`src/rtl/qgemm_dequant_stream.sv`:
```
// qgemm_dequant_stream: converts a tile of zero-point-corrected signed integer
// GEMM accumulators into IEEE-754 fp32, scaled by scale_A*scale_B (Q8.8 each).
// A three-stage valid/ready pipeline performs scale multiply, normalize, and
// round/pack. The FSM counts one tile of VLEN*VLEN inputs and pulses done once
// the final result has been handed off.
module qgemm_dequant_stream #(
  parameter int VLEN    = 8,
  parameter int ACC_W   = 32,
  parameter int SCALE_W = 16,
  parameter int FP_W    = 32
) (
  input  logic               clk,
  input  logic               rst_n,
  input  logic               start,
  input  logic [SCALE_W-1:0] scale_A,
  input  logic [SCALE_W-1:0] scale_B,
  input  logic               in_valid,
  output logic               in_ready,
  input  logic [ACC_W-1:0]   in_acc,
  output logic               out_valid,
  input  logic               out_ready,
  output logic [FP_W-1:0]    out_data,
  output logic               out_last,
  output logic               done
);

  localparam int N_ELEM  = VLEN * VLEN;
  localparam int CNT_W   = $clog2(N_ELEM + 1);
  localparam int S_W     = 2 * SCALE_W;   // combined scale, Q16.16
  localparam int PROD_W  = 64;            // |acc| * S product width
  localparam int P_W     = 6;             // index of MSB within the product
  localparam int MANT_W  = 23;
  localparam int GUARD_B = PROD_W - 2 - MANT_W;
  // p - 16 + 127: the product carries 16 fraction bits from the scale.
  localparam logic [7:0] EXP_OFS = 8'd111;

  typedef enum logic [1:0] {IDLE, RUN, DRAIN} state_t;

  state_t             state;
  logic [CNT_W-1:0]   count;
  logic [S_W-1:0]     scale_s;

  logic               s1_valid, s1_sign, s1_last;
  logic [PROD_W-1:0]  s1_m;
  logic               s2_valid, s2_sign, s2_last, s2_zero;
  logic [P_W-1:0]     s2_p;
  logic [PROD_W-1:0]  s2_norm;
  logic               s3_valid, s3_last;
  logic [FP_W-1:0]    s3_data;

  logic               s1_ready, s2_ready, s3_ready;
  logic               in_fire, out_fire;
  logic [ACC_W-1:0]   acc_mag;
  logic [P_W-1:0]     msb;
  logic [MANT_W:0]    mant_sum;
  logic               round_up;
  logic [7:0]         exp_f;
  logic [FP_W-1:0]    packed_fp;

  // A stage may load when it is empty or its contents are leaving this cycle.
  assign s3_ready  = !s3_valid || out_ready;
  assign s2_ready  = !s2_valid || s3_ready;
  assign s1_ready  = !s1_valid || s2_ready;
  assign in_ready  = (state == RUN) && s1_ready;
  assign in_fire   = in_valid && in_ready;
  assign out_fire  = s3_valid && out_ready;
  assign out_valid = s3_valid;
  assign out_data  = s3_data;
  assign out_last  = s3_last;

  // Magnitude kept in ACC_W unsigned bits so the most negative value maps to 2^(ACC_W-1).
  assign acc_mag = in_acc[ACC_W-1] ? (~in_acc + 1'b1) : in_acc;

  // Tile control: latch the scale product, count accepted inputs, flag completion.
  always_ff @(posedge clk or negedge rst_n) begin
    if (!rst_n) begin
      state   <= IDLE;
      count   <= '0;
      scale_s <= '0;
      done    <= 1'b0;
    end else begin
      // NOTE: non-blocking assignments throughout sequential logic so every register samples pre-edge values.
      done <= 1'b0;
      case (state)
        IDLE: begin
          // A start coinciding with the done pulse belongs to the finished tile and is dropped.
          if (start && !done) begin
            scale_s <= S_W'(scale_A) * S_W'(scale_B);
            count   <= '0;
            state   <= RUN;
          end
        end
        RUN: begin
          if (in_fire) begin
            count <= count + 1'b1;
            if (count == CNT_W'(N_ELEM - 1)) state <= DRAIN;
          end
        end
        DRAIN: begin
          if (out_fire && s3_last) begin
            done  <= 1'b1;
            state <= IDLE;
          end
        end
        default: state <= IDLE;
      endcase
    end
  end

  // Stage 1: split sign, scale the magnitude, tag the tile's final element.
  always_ff @(posedge clk or negedge rst_n) begin
    if (!rst_n) begin
      s1_valid <= 1'b0;
      s1_sign  <= 1'b0;
      s1_last  <= 1'b0;
      s1_m     <= '0;
    end else if (s1_ready) begin
      s1_valid <= in_fire;
      if (in_fire) begin
        s1_sign <= in_acc[ACC_W-1];
        s1_last <= (count == CNT_W'(N_ELEM - 1));
        s1_m    <= PROD_W'(acc_mag) * PROD_W'(scale_s);
      end
    end
  end

  // Priority encoder: position of the leading one in the stage-1 product.
  always_comb begin
    // NOTE: default assignment before the loop keeps this purely combinational (no latch).
    msb = '0;
    for (int i = 0; i < PROD_W; i++) begin
      if (s1_m[i]) msb = P_W'(i);
    end
  end

  // Stage 2: detect zero and left-normalize so the leading one sits at the top bit.
  always_ff @(posedge clk or negedge rst_n) begin
    if (!rst_n) begin
      s2_valid <= 1'b0;
      s2_sign  <= 1'b0;
      s2_last  <= 1'b0;
      s2_zero  <= 1'b0;
      s2_p     <= '0;
      s2_norm  <= '0;
    end else if (s2_ready) begin
      s2_valid <= s1_valid;
      if (s1_valid) begin
        s2_sign <= s1_sign;
        s2_last <= s1_last;
        s2_zero <= (s1_m == '0);
        s2_p    <= msb;
        s2_norm <= s1_m << (P_W'(PROD_W - 1) - msb);
      end
    end
  end

  // Round-to-nearest-even on guard + sticky; a mantissa carry bumps the exponent.
  assign round_up  = s2_norm[GUARD_B] &&
                     ((|s2_norm[GUARD_B-1:0]) || s2_norm[GUARD_B+1]);
  assign mant_sum  = {1'b0, s2_norm[PROD_W-2 -: MANT_W]} + (MANT_W+1)'(round_up);
  assign exp_f     = 8'(s2_p) + EXP_OFS + 8'(mant_sum[MANT_W]);
  assign packed_fp = s2_zero ? '0 : {s2_sign, exp_f, mant_sum[MANT_W-1:0]};

  // Stage 3: output register; holds steady while downstream stalls.
  always_ff @(posedge clk or negedge rst_n) begin
    if (!rst_n) begin
      // NOTE: datapath registers are reset as well because out_data must read zero after reset.
      s3_valid <= 1'b0;
      s3_last  <= 1'b0;
      s3_data  <= '0;
    end else if (s3_ready) begin
      s3_valid <= s2_valid;
      if (s2_valid) begin
        s3_last <= s2_last;
        s3_data <= packed_fp;
      end
    end
  end

endmodule

```
`config.mk`:
```
export PLATFORM = sky130hd
export DESIGN_NAME = qgemm_dequant_stream
export DESIGN_NICKNAME = d
export VERILOG_FILES = /design/src/rtl/qgemm_dequant_stream.sv
export SDC_FILE = /design/constraint.sdc
export NUM_CORES = 2
export LEC_CHECK = 0
export ABC_CLOCK_PERIOD_IN_PS = 18170
export BUFFER_PORTS_ARGS = -buffer_cell sky130_fd_sc_hd__buf_2
export CAP_MARGIN = 20
export CORE_MARGIN = 2
export CORE_UTILIZATION = 45
export DETAILED_ROUTE_END_ITERATION = 7
export GPL_TIMING_DRIVEN = 0
export SYNTH_ARGS = -nofsm -noshare
export SYNTH_HDL_FRONTEND = slang
export SYNTH_SLANG_ARGS = --single-unit
```
`constraint.sdc`:
```
create_clock -name clk -period 18.17 [get_ports clk]
set_clock_uncertainty 0.2 [all_clocks]
set_input_delay 1.817 -clock clk [delete_from_list [all_inputs] [get_ports clk]]
set_output_delay 1.817 -clock clk [all_outputs]
set_load 0.02 [all_outputs]
```
==> reports/qor.csv <==
metric,value,unit
H-tree depth,1,
WP data arrival,13.53,ns
Syn Area/Cell,8.67,µm²
cell count of the worst hold path,2,
clock latency on the worst-skew pair,0.62,ns
Worst Path Max Fanout,10,
Die Span Y,350,µm
pin count of the biggest net entering global routing,95,
"Hold-fix buffers, CTS",0,
Port-buffer cells,104,
register bit count reported by yosys,216,
synthesized net count,7755,
first-pass GRT wire length,289,mm
Clock transition at path regs,0.06,ns
clock root cell,clkbuf_16,
Final Hold Vio Count,0,
CTS resizes,0,
Vias,44600,
hold_ws,0.270,ns
Max-Cap Viols,0,
final setup TNS,0,ns
worst path buffer plus inverter count,9,
Critical Path Start Type,primary input,
Overflow after GRT,0,
Hold Crit Class,register to register,
routed wire length,191,mm
"most used cell, CP",fa_1,
TritonCTS Buffers,28,
post-DP HPWL,161,mm
crit path capture type,register,
post-layout minimum cycle time,13.25,ns
Yosys top cell area share,40.4,%
"Largest stage delay, worst path",0.80,ns
"Async S/R FF share, synth",100,%
nets,7902,
largest area contributor in the netlist,fa_1,
RSZ-0062 raised after global routing,false,
CTS tree,yes,
WL per Instance,23.8,µm
CP required,18.45,ns
Layout fillers,11800,
R2R depth,26,
Post-synth EDFFs,0,
register area share after synthesis,10.0,%
family with the most delay on the worst path,adder cells,
ys flop type,dfrtp_1,
slowest CP cell,nor3_1,
Total Die Area,123000,µm²
antenna violations before repair,11,
max-slew violation count,0,
Yosys cell types,86,
Iter 0 DRT Violations,4155,
Core ar.,119000,µm²
maximum buffer depth of the clock tree,3,
ANT nets after route,0,
Final WS setup,4.92,ns
CTS sink cnt,216,
Placement Rows,127,
total track usage,31.6,%
Synth Instances,6224,
GPL Wtd Cong,0.999,
final worst-path cycle share,72.9,%
Slew HR,17.3,%
failing checks,design-rule violations,
Post-Syn Area,54000,µm²
Crit path depth,40,
worst slew pin tran,1.23,ns
number of global-route vias before repair,45300,
Peak Freq,75.5,MHz
Placement Setup Slack,4.44,ns
die width,350,µm
Reg2Reg Setup Slack,8.46,ns
Setup-failing EPs final,0,
Residual DRC,6,
YS warnings,0,
outcome,"complete, but fails checks",
synth top area cells,"fa_1 40%, dfrtp_1 10%, nand2_1 9.2%",
CP Class,primary input to register,
starting density of the core,45.2,%
area of the multi-input gates,42500,µm²
post-CTS setup buffers,0,
Layout Area Growth over Synthesis,6.98,%
first drt pass iteration count,8,
vias per cell,5.57,
share of layout cells above drive strength 1,3.96,%
# IOs,105,
sequential cell area,5410,µm²
## layout make-up
class / instances / area share [%]
clock inverter: 10 / 0.358
tap: 1612 / 3.49
clock buffer: 40 / 1.43
inverter: 1235 / 8.03
timing repair buffer: 117 / 1.19
antenna: 9 / 0.0390
sequential: 216 / 9.36
multi-input combinational: 4427 / 73.7
buffer: 346 / 2.43
## kinds of logic (layout without fill, tap and decap cells)
logic type	after synthesis	in the layout	share of synthesized area, %
buffers and inverters	1581	1748	11.2
flip-flops	216	216	10.0
other	0	9	0
AND/OR/NAND/NOR	2004	2004	16.3
AO/OA/AOI/OAI	659	659	7.99
multiplexers	161	161	3.11
adder cells (fa/ha/maj)	1462	1462	49.1
XOR/XNOR	141	141	2.29
## final timing paths
path | from | to
min in group asynchronous | rst_n | out_data[12]
worst max-delay path | in_acc[9] | s1_m[63]
worst max register to register | scale_s[8] | s1_m[63]
worst min register to register | s1_last | s2_last
worst min-delay path | s1_last | s2_last
max in group asynchronous | rst_n | scale_s[24]
## worst min-delay path, stage by stage, from the launching register on
cell	delay, ns
dfrtp_1	0.34
nand2_1	0.05
nand2_1	0.05
## sequential cells by signal (all words and copies together) (netlist names), 2 cells and up
signal	cells
scale_s	32
out_data	32
s2_norm	63
s1_m	64
count	7
s2_p	6
state	2
## per-stage QoR
stage | instance area (µm²) | util [%] | cells
finish | 57700 | 48.3 | 8012
global route | 57700 | 48.3 | 8003
CTS | 57600 | 48.2 | 7997
detailed placement | 56600 | 47.4 | 7947
global placement | 56500 | 47.3 | 7940
floorplan | 54000 | - | 6224
## placed cells by master (no fill, tap or decap), drive strengths merged, types with 80 or more instances in the layout
master,n
nor2,134
o21ai,221
clkbuf,345
nand2,1318
and2,323
xnor2,80
mux2i,152
inv,1235
buf,158
a21oi,127
dfrtp,216
ha,372
fa,1090
## metal layers
layer	wire length, µm	GRT usage [%]
met2	83000	48.0
met5	34	0
met3	18900	6.81
met1	79800	44.3
met4	9000	12.4
## synthesized netlist by cell type, types with 17 or more instances
| cell | instances |
|---|---|
| a21o_1 | 41 |
| o31ai_1 | 31 |
| xnor2_1 | 80 |
| nand3_1 | 60 |
| o21a_1 | 17 |
| nand2b_1 | 17 |
| o21ai_0 | 206 |
| mux2i_1 | 144 |
| nand2_1 | 1318 |
| nor3_1 | 48 |
| ha_1 | 372 |
| nor2_1 | 134 |
| fa_1 | 1090 |
| and2_1 | 321 |
| xor2_1 | 61 |
| buf_2 | 18 |
| clkbuf_1 | 305 |
| nor4_1 | 29 |
| dfrtp_1 | 216 |
| o21bai_1 | 17 |
| inv_1 | 1235 |
| o211ai_1 | 21 |
| a21oi_1 | 123 |
Power is not shown: default switching activity piles up to over one toggle a cycle in this logic, so the estimate is an artifact.
